--- src/rtl/color_sequencer.sv ---
// Sweeps the colour sensor filters (R,G,B,C), captures one counter result per channel and classifies the dominant colour.
// Latency: 4*(SETTLE_CYCLES + W + 1) + 3 cycles per sweep, where W is the counter window; all outputs are registered.
// Backpressure: none; start is ignored while busy, and a missing freq_done is bounded by TIMEOUT_CYCLES.
module color_sequencer #(
    parameter int unsigned SETTLE_CYCLES  = 1000,
    parameter int unsigned TIMEOUT_CYCLES = 8000000,
    parameter logic [32:0] CLEAR_MIN      = 33'd50,
    parameter logic [1:0]  SCALE          = 2'b10
) (
    input  logic        clock,
    input  logic        reset_n,
    input  logic        start,
    input  logic        continuous,
    input  logic [32:0] freq_in,
    input  logic        freq_done,
    output logic        freq_enable,
    output logic        s0,
    output logic        s1,
    output logic        s2,
    output logic        s3,
    output logic [32:0] red,
    output logic [32:0] green,
    output logic [32:0] blue,
    output logic [32:0] clear,
    output logic [1:0]  color_code,
    output logic        result_valid,
    output logic        busy,
    output logic        timeout_err
);

    // One shared cycle counter serves both the settle delay and the measure timeout.
    localparam int unsigned CNT_MAX = (SETTLE_CYCLES > TIMEOUT_CYCLES) ? SETTLE_CYCLES : TIMEOUT_CYCLES;
    localparam int          CNT_W   = $clog2(CNT_MAX + 1);
    localparam logic [CNT_W-1:0] SETTLE_LAST  = CNT_W'(SETTLE_CYCLES - 1);
    localparam logic [CNT_W-1:0] TIMEOUT_LAST = CNT_W'(TIMEOUT_CYCLES - 1);
    localparam logic [CNT_W-1:0] CNT_ONE      = CNT_W'(1);

    typedef enum logic [2:0] {
        IDLE     = 3'd0,
        SETTLE   = 3'd1,
        MEASURE  = 3'd2,
        STORE    = 3'd3,
        CLASSIFY = 3'd4,
        DONE     = 3'd5
    } state_t;

    state_t           state;
    state_t           state_nxt;
    logic [1:0]       ch;
    logic [1:0]       ch_nxt;
    logic [CNT_W-1:0] cyc_cnt;
    logic             cap_en;
    logic [32:0]      cap_dat;
    logic             tmo_set;
    logic             tmo_clr;
    logic [1:0]       code_nxt;

    // Channel order is R,G,B,C but the sensor encodes filters as red 00, blue 01, clear 10, green 11.
    function automatic logic [1:0] filter_sel(input logic [1:0] c);
        case (c)
            2'd0:    filter_sel = 2'b00;
            2'd1:    filter_sel = 2'b11;
            2'd2:    filter_sel = 2'b01;
            default: filter_sel = 2'b10;
        endcase
    endfunction

    // Scaling select is a static strap, unaffected by reset.
    assign s0 = SCALE[1];
    assign s1 = SCALE[0];

    // State and channel index registers.
    always_ff @(posedge clock or negedge reset_n) begin
        if (!reset_n) begin
            state <= IDLE;
            ch    <= 2'd0;
        end else begin
            state <= state_nxt;
            ch    <= ch_nxt;
        end
    end

    // Next-state logic plus capture/timeout strobes for the datapath.
    always_comb begin
        state_nxt = state;
        ch_nxt    = ch;
        cap_en    = 1'b0;
        cap_dat   = '0;
        tmo_set   = 1'b0;
        tmo_clr   = 1'b0;
        case (state)
            IDLE: begin
                if (start) begin
                    state_nxt = SETTLE;
                    ch_nxt    = 2'd0;
                    tmo_clr   = 1'b1;
                end
            end
            SETTLE: begin
                if (cyc_cnt == SETTLE_LAST) begin
                    state_nxt = MEASURE;
                end
            end
            MEASURE: begin
                if (freq_done) begin
                    cap_en    = 1'b1;
                    cap_dat   = freq_in;
                    state_nxt = STORE;
                end else if (cyc_cnt == TIMEOUT_LAST) begin
                    // Abort the channel: record zero so a stale count is never reused.
                    cap_en    = 1'b1;
                    tmo_set   = 1'b1;
                    state_nxt = STORE;
                end
            end
            STORE: begin
                if (ch == 2'd3) begin
                    state_nxt = CLASSIFY;
                end else begin
                    ch_nxt    = ch + 2'd1;
                    state_nxt = SETTLE;
                end
            end
            CLASSIFY: begin
                state_nxt = DONE;
            end
            DONE: begin
                if (continuous) begin
                    state_nxt = SETTLE;
                    ch_nxt    = 2'd0;
                    tmo_clr   = 1'b1;
                end else begin
                    state_nxt = IDLE;
                end
            end
            default: begin
                state_nxt = IDLE;
            end
        endcase
    end

    // Dominant colour: too little light means no decision; ties favour red, then green.
    always_comb begin
        code_nxt = 2'd0;
        if (clear < CLEAR_MIN) begin
            code_nxt = 2'd0;
        end else if (red >= green && red >= blue) begin
            code_nxt = 2'd1;
        end else if (green >= blue) begin
            code_nxt = 2'd2;
        end else begin
            code_nxt = 2'd3;
        end
    end

    // Cycle counter restarts on every state change so each SETTLE/MEASURE is timed from entry.
    always_ff @(posedge clock or negedge reset_n) begin
        if (!reset_n) begin
            cyc_cnt <= '0;
        end else if (state_nxt != state || !(state == SETTLE || state == MEASURE)) begin
            cyc_cnt <= '0;
        end else begin
            cyc_cnt <= cyc_cnt + CNT_ONE;
        end
    end

    // Registered outputs, decoded from the next state so they align with the state they describe.
    always_ff @(posedge clock or negedge reset_n) begin
        if (!reset_n) begin
            freq_enable  <= 1'b0;
            busy         <= 1'b0;
            result_valid <= 1'b0;
            s2           <= 1'b0;
            s3           <= 1'b0;
            timeout_err  <= 1'b0;
        end else begin
            freq_enable  <= (state_nxt == MEASURE);
            busy         <= (state_nxt != IDLE);
            result_valid <= (state_nxt == DONE);
            if (state_nxt == SETTLE) begin
                {s2, s3} <= filter_sel(ch_nxt);
            end
            if (tmo_clr) begin
                timeout_err <= 1'b0;
            end else if (tmo_set) begin
                timeout_err <= 1'b1;
            end
        end
    end

    // Per-channel result capture; registers hold between sweeps.
    always_ff @(posedge clock or negedge reset_n) begin
        if (!reset_n) begin
            red   <= '0;
            green <= '0;
            blue  <= '0;
            clear <= '0;
        end else if (cap_en) begin
            case (ch)
                2'd0:    red   <= cap_dat;
                2'd1:    green <= cap_dat;
                2'd2:    blue  <= cap_dat;
                default: clear <= cap_dat;
            endcase
        end
    end

    // Colour code updates once per sweep, visible together with result_valid.
    always_ff @(posedge clock or negedge reset_n) begin
        if (!reset_n) begin
            color_code <= 2'd0;
        end else if (state == CLASSIFY) begin
            color_code <= code_nxt;
        end
    end

endmodule

--- config.mk ---
export PLATFORM = sky130hd
export DESIGN_NAME = color_sequencer
export DESIGN_NICKNAME = d
export VERILOG_FILES = /design/src/rtl/color_sequencer.sv
export SDC_FILE = /design/constraint.sdc
export NUM_CORES = 1
export LEC_CHECK = 0
export ABC_AREA = 1
export BUFFER_PORTS_ARGS = -buffer_cell sky130_fd_sc_hd__buf_2
export CAP_MARGIN = 0
export CORE_MARGIN = 3
export CORE_UTILIZATION = 40
export CTS_BUF_LIST = sky130_fd_sc_hd__clkbuf_16
export CTS_CLUSTER_SIZE = 20
export DETAILED_ROUTE_END_ITERATION = 8
export HOLD_SLACK_MARGIN = 0.12
export RECOVER_POWER = 100
export SETUP_SLACK_MARGIN = 0.1
export SLEW_MARGIN = 20
export SYNTH_ARGS = -nofsm -noshare
export SYNTH_HDL_FRONTEND = slang
export SYNTH_SLANG_ARGS = --single-unit
export TNS_END_PERCENT = 100
--- constraint.sdc ---
create_clock -name clock -period 2 [get_ports clock]
set_clock_uncertainty 0.2 [all_clocks]
set_input_delay 0.1 -clock clock [delete_from_list [all_inputs] [get_ports clock]]
set_output_delay 0.1 -clock clock [all_outputs]
set_load 0.01 [all_outputs]
==> key figures <==
Run status
  • Failing checks: negative setup slack
  • Outcome: complete, but fails checks

Synth
  • Leading area contributor after synthesis: dfrtp_1
  • Netlist cell types: 38
  • Synth top cells by count: 338 x nand2_1, 168 x dfrtp_1, 138 x inv_1
  • Share of the yosys chip area belonging to registers: 42.78%
  • Synth Flop Type: dfrtp_1
  • FFs w/ async S/R, synth: 100.0%
  • Syn avg cell area: 8.122 sq um
  • Synth Cell Area: 9828 sq um
  • Post-synth EDFFs: 0
  • Top area cells in the synthesized netlist: dfrtp_1 43%, nand2_1 13%, ha_1 13%, o21ai_1 5.4%, inv_1 5.3%
  • YS warnings: 0
  • Mapped Cells: 1210
  • FF+latch count, synth: 168
  • Syn_nets: 1348
  • Share of the synthesized area in the top cell type: 42.78%
  • Most common cell in the netlist: nand2_1

Worst setup path
  • WS Path Type: flop to flop
  • CP startpoint: cyc_cnt[1]
  • CP arrival: 2.19 ns
  • CP max stage cell: dfrtp_1
  • WP data required: 2.11 ns
  • Crit path launch type: flop
  • CP endpoint kind: flop
  • CP cell instances: ha_2, nand2_4, nor2_4, nand3_2, nor2_4, nand3_2, nand2_2, nand2_4, clkinv_4, nand3_4, buf_12, nand2_1, o21ai_1
  • Critical-path maximum fanout: 36
  • Worst r2r src: cyc_cnt[1]
  • Max incr delay on CP: 0.35 ns

Floorplanning
  • I/O pin count: 180
  • Die Y-Extent: 162.8 microns
  • Die Wd: 162.8 microns
  • Die area: 26490 sq um
  • Row count: 56
  • Core outline area: 23820 sq um
  • Initial Util: 41.26%

Drt
  • Post-route ant nets: 0
  • Routed WL: 30950 microns
  • Number of iterations in the first detailed-routing pass: 7
  • Starting DRT DRC Count: 639
  • DR WL/cell: 16.25 microns
  • Drt drc: 0
  • Via-per-instance ratio: 4.938
  • DR vias: 9402

Layout
  • Layout cells sized above 1: 31.99%
  • Area of the multi-input gates: 5575 sq um
  • # diodes: 0
  • Design area: 14010 sq um
  • Register area: 4228 sq um
  • Final net count: 1711
  • Area growth, synth to finish: 42.51%
  • Filler cells: 2152

Power
  • Peak supply drop: 503.6 uV
  • Power per cell area: 511.9 nW/um^2
  • Leakage power: 0.006933 uW
  • Pwr Total: 7170 uW

Clock network
  • CTS Buf Count: 17
  • CTS HTree Levels: 4
  • CTS root buffer: clkbuf_16
  • Clock-pin slew on the worst setup and hold paths: 0.07 ns
  • Sink Count: 168
  • Clk_lat worst skew: 0.44 ns
  • CTS tree: built
  • Max Root-Sink Buffers: 2

Timing
  • Min Tclk post-route: 2.080 ns
  • Unrepaired setup endpoints after global routing: true
  • Final worst path period share: 104.0%
  • Setup violations, final: 138
  • TNS Setup: -4.611 ns
  • Post-layout worst setup margin: -0.07950 ns
  • Rel. slew slack: 31.32%
  • Hold Vio Cnt, Final: 0
  • Final Slew Violations: 0
  • Max frequency: 480.9 MHz
  • Worst-Margin Slew: 1.030 ns

Global route
  • All-Layer GR Usage: 21.71%
  • Vias in the first global route: 8856
  • Initial antenna violation count: 0
  • Global-route wire length before repair: 45980 microns
  • GRT overflow: 0
  • Pin count of the biggest net entering global routing: 54

Placed design
  • HPWL Detailed: 21790 microns
  • Port-buffer cells: 177
  • Total placed instance area: 11920 sq um
  • Gpl congestion: 0.9164

Job
  • Max-Cap Viols: 0

Worst hold path
  • HP Start: freq_done
  • Hold Crit Class: input pin to flop
-- report_power, final --
part / switching (uW) / total (uW) / internal, uW / leakage, uW
Combinational: 280 / 518 / 238 / 0.00438
Clock: 1460 / 3170 / 1710 / 0.000260
Sequential: 38.3 / 3480 / 3440 / 0.00230
Total: 1780 / 7170 / 5390 / 0.00693
-- final timing paths --
check	endpoint	slack [ns]	cells after the start
min in group asynchronous	cyc_cnt[11]	0.72	3
max in group asynchronous	red[16]	0.02	4
min reg2reg	clear[0]	0.30	2
max	green[14]	-0.08	13
min	timeout_err	0.23	3
max reg2reg	green[14]	-0.08	13
-- layer usage --
layer	share of wire (%)	wire length, microns	up-vias	global-route usage, %
met5	0	0	-	0
met4	1.2	356	0	3.883
met1	46	14350	4436	30.06
met2	47	14550	247	35.18
li1	-	-	4692	-
met3	5.5	1688	27	5.239
-- per-stage QoR --
stage | util, % | hold slack, ns | worst slack (ns) | instances
after floorplan | - | -0.3956 | -0.06669 | 1210
after global placement | 50.02 | -0.1428 | -0.008995 | 1790
after detailed placement | 50.02 | -0.1487 | -0.05305 | 1790
after CTS | 55.09 | 0.2119 | -0.04171 | 1869
after global routing | 58.79 | 0.2222 | -0.2535 | 1904
final | 58.79 | 0.2282 | -0.07950 | 1904
-- critical path, delay by kind of cell (launching register included) --
kind | cells | cell delay, ns
AO/OA/AOI/OAI | 1 | 0.07
buffers and inverters | 2 | 0.27
flip-flops | 1 | 0.35
adder cells (fa/ha/maj) | 1 | 0.21
AND/OR/NAND/NOR | 9 | 0.80
-- cells in the final DEF (no fill, tap or decap), types with 38 or more instances in the layout --
cell type      synthesis  routed
nand2_1              338     316
dfrtp_1              168     149
buf_4                  2     143
buf_2                  8     129
inv_1                138     128
o21ai_1              107     109
nor2_1                86      65
ha_1                 100      60
clkbuf_1               9      48
ha_4                   0      39
a21oi_1               41      38
dlygate4sd3_1          0      38
-- timing repair --
action,CTS,global route
buffers inserted,9,28
gates resized for setup,44,105
setup endpoints to repair,159,162
endpoints found under the hold margin,307,0
hold buffers,38,0
cloned,1,7
pin swaps,17,36
-- state kept, by name, indices dropped and copies added, names as in the netlist --
register	flops
s3	1
result_valid	1
timeout_err	1
state	3
busy	1
freq_enable	1
ch	2
color_code	2
s2	1
cyc_cnt	23
clear	33
green	33
blue	33
red	33
-- area by class of cell --
type / count / share of cell area, %
Timing Repair Buffer: 379 / 19.39
Sequential cell: 168 / 30.19
Multi-Input combinational cell: 865 / 39.81
Clock buffer: 17 / 3.037
Clock inverter: 14 / 0.8933
Inverter: 142 / 3.841
Tap cell: 319 / 2.850
-- kinds of logic (layout without fill, tap and decap cells) --
logic type      after synthesis  after routing  synth area share, %
compound gates              199            199                11.05
xor+xnor                     15             15                1.337
fa+ha+maj                   100            100                12.73
buf+inv                     177            552                8.173
flops                       168            168                42.78
other cells                   2              2              0.07641
simple gates                549            549                23.86
No activity file was read; power rests on OpenSTA's default activity.
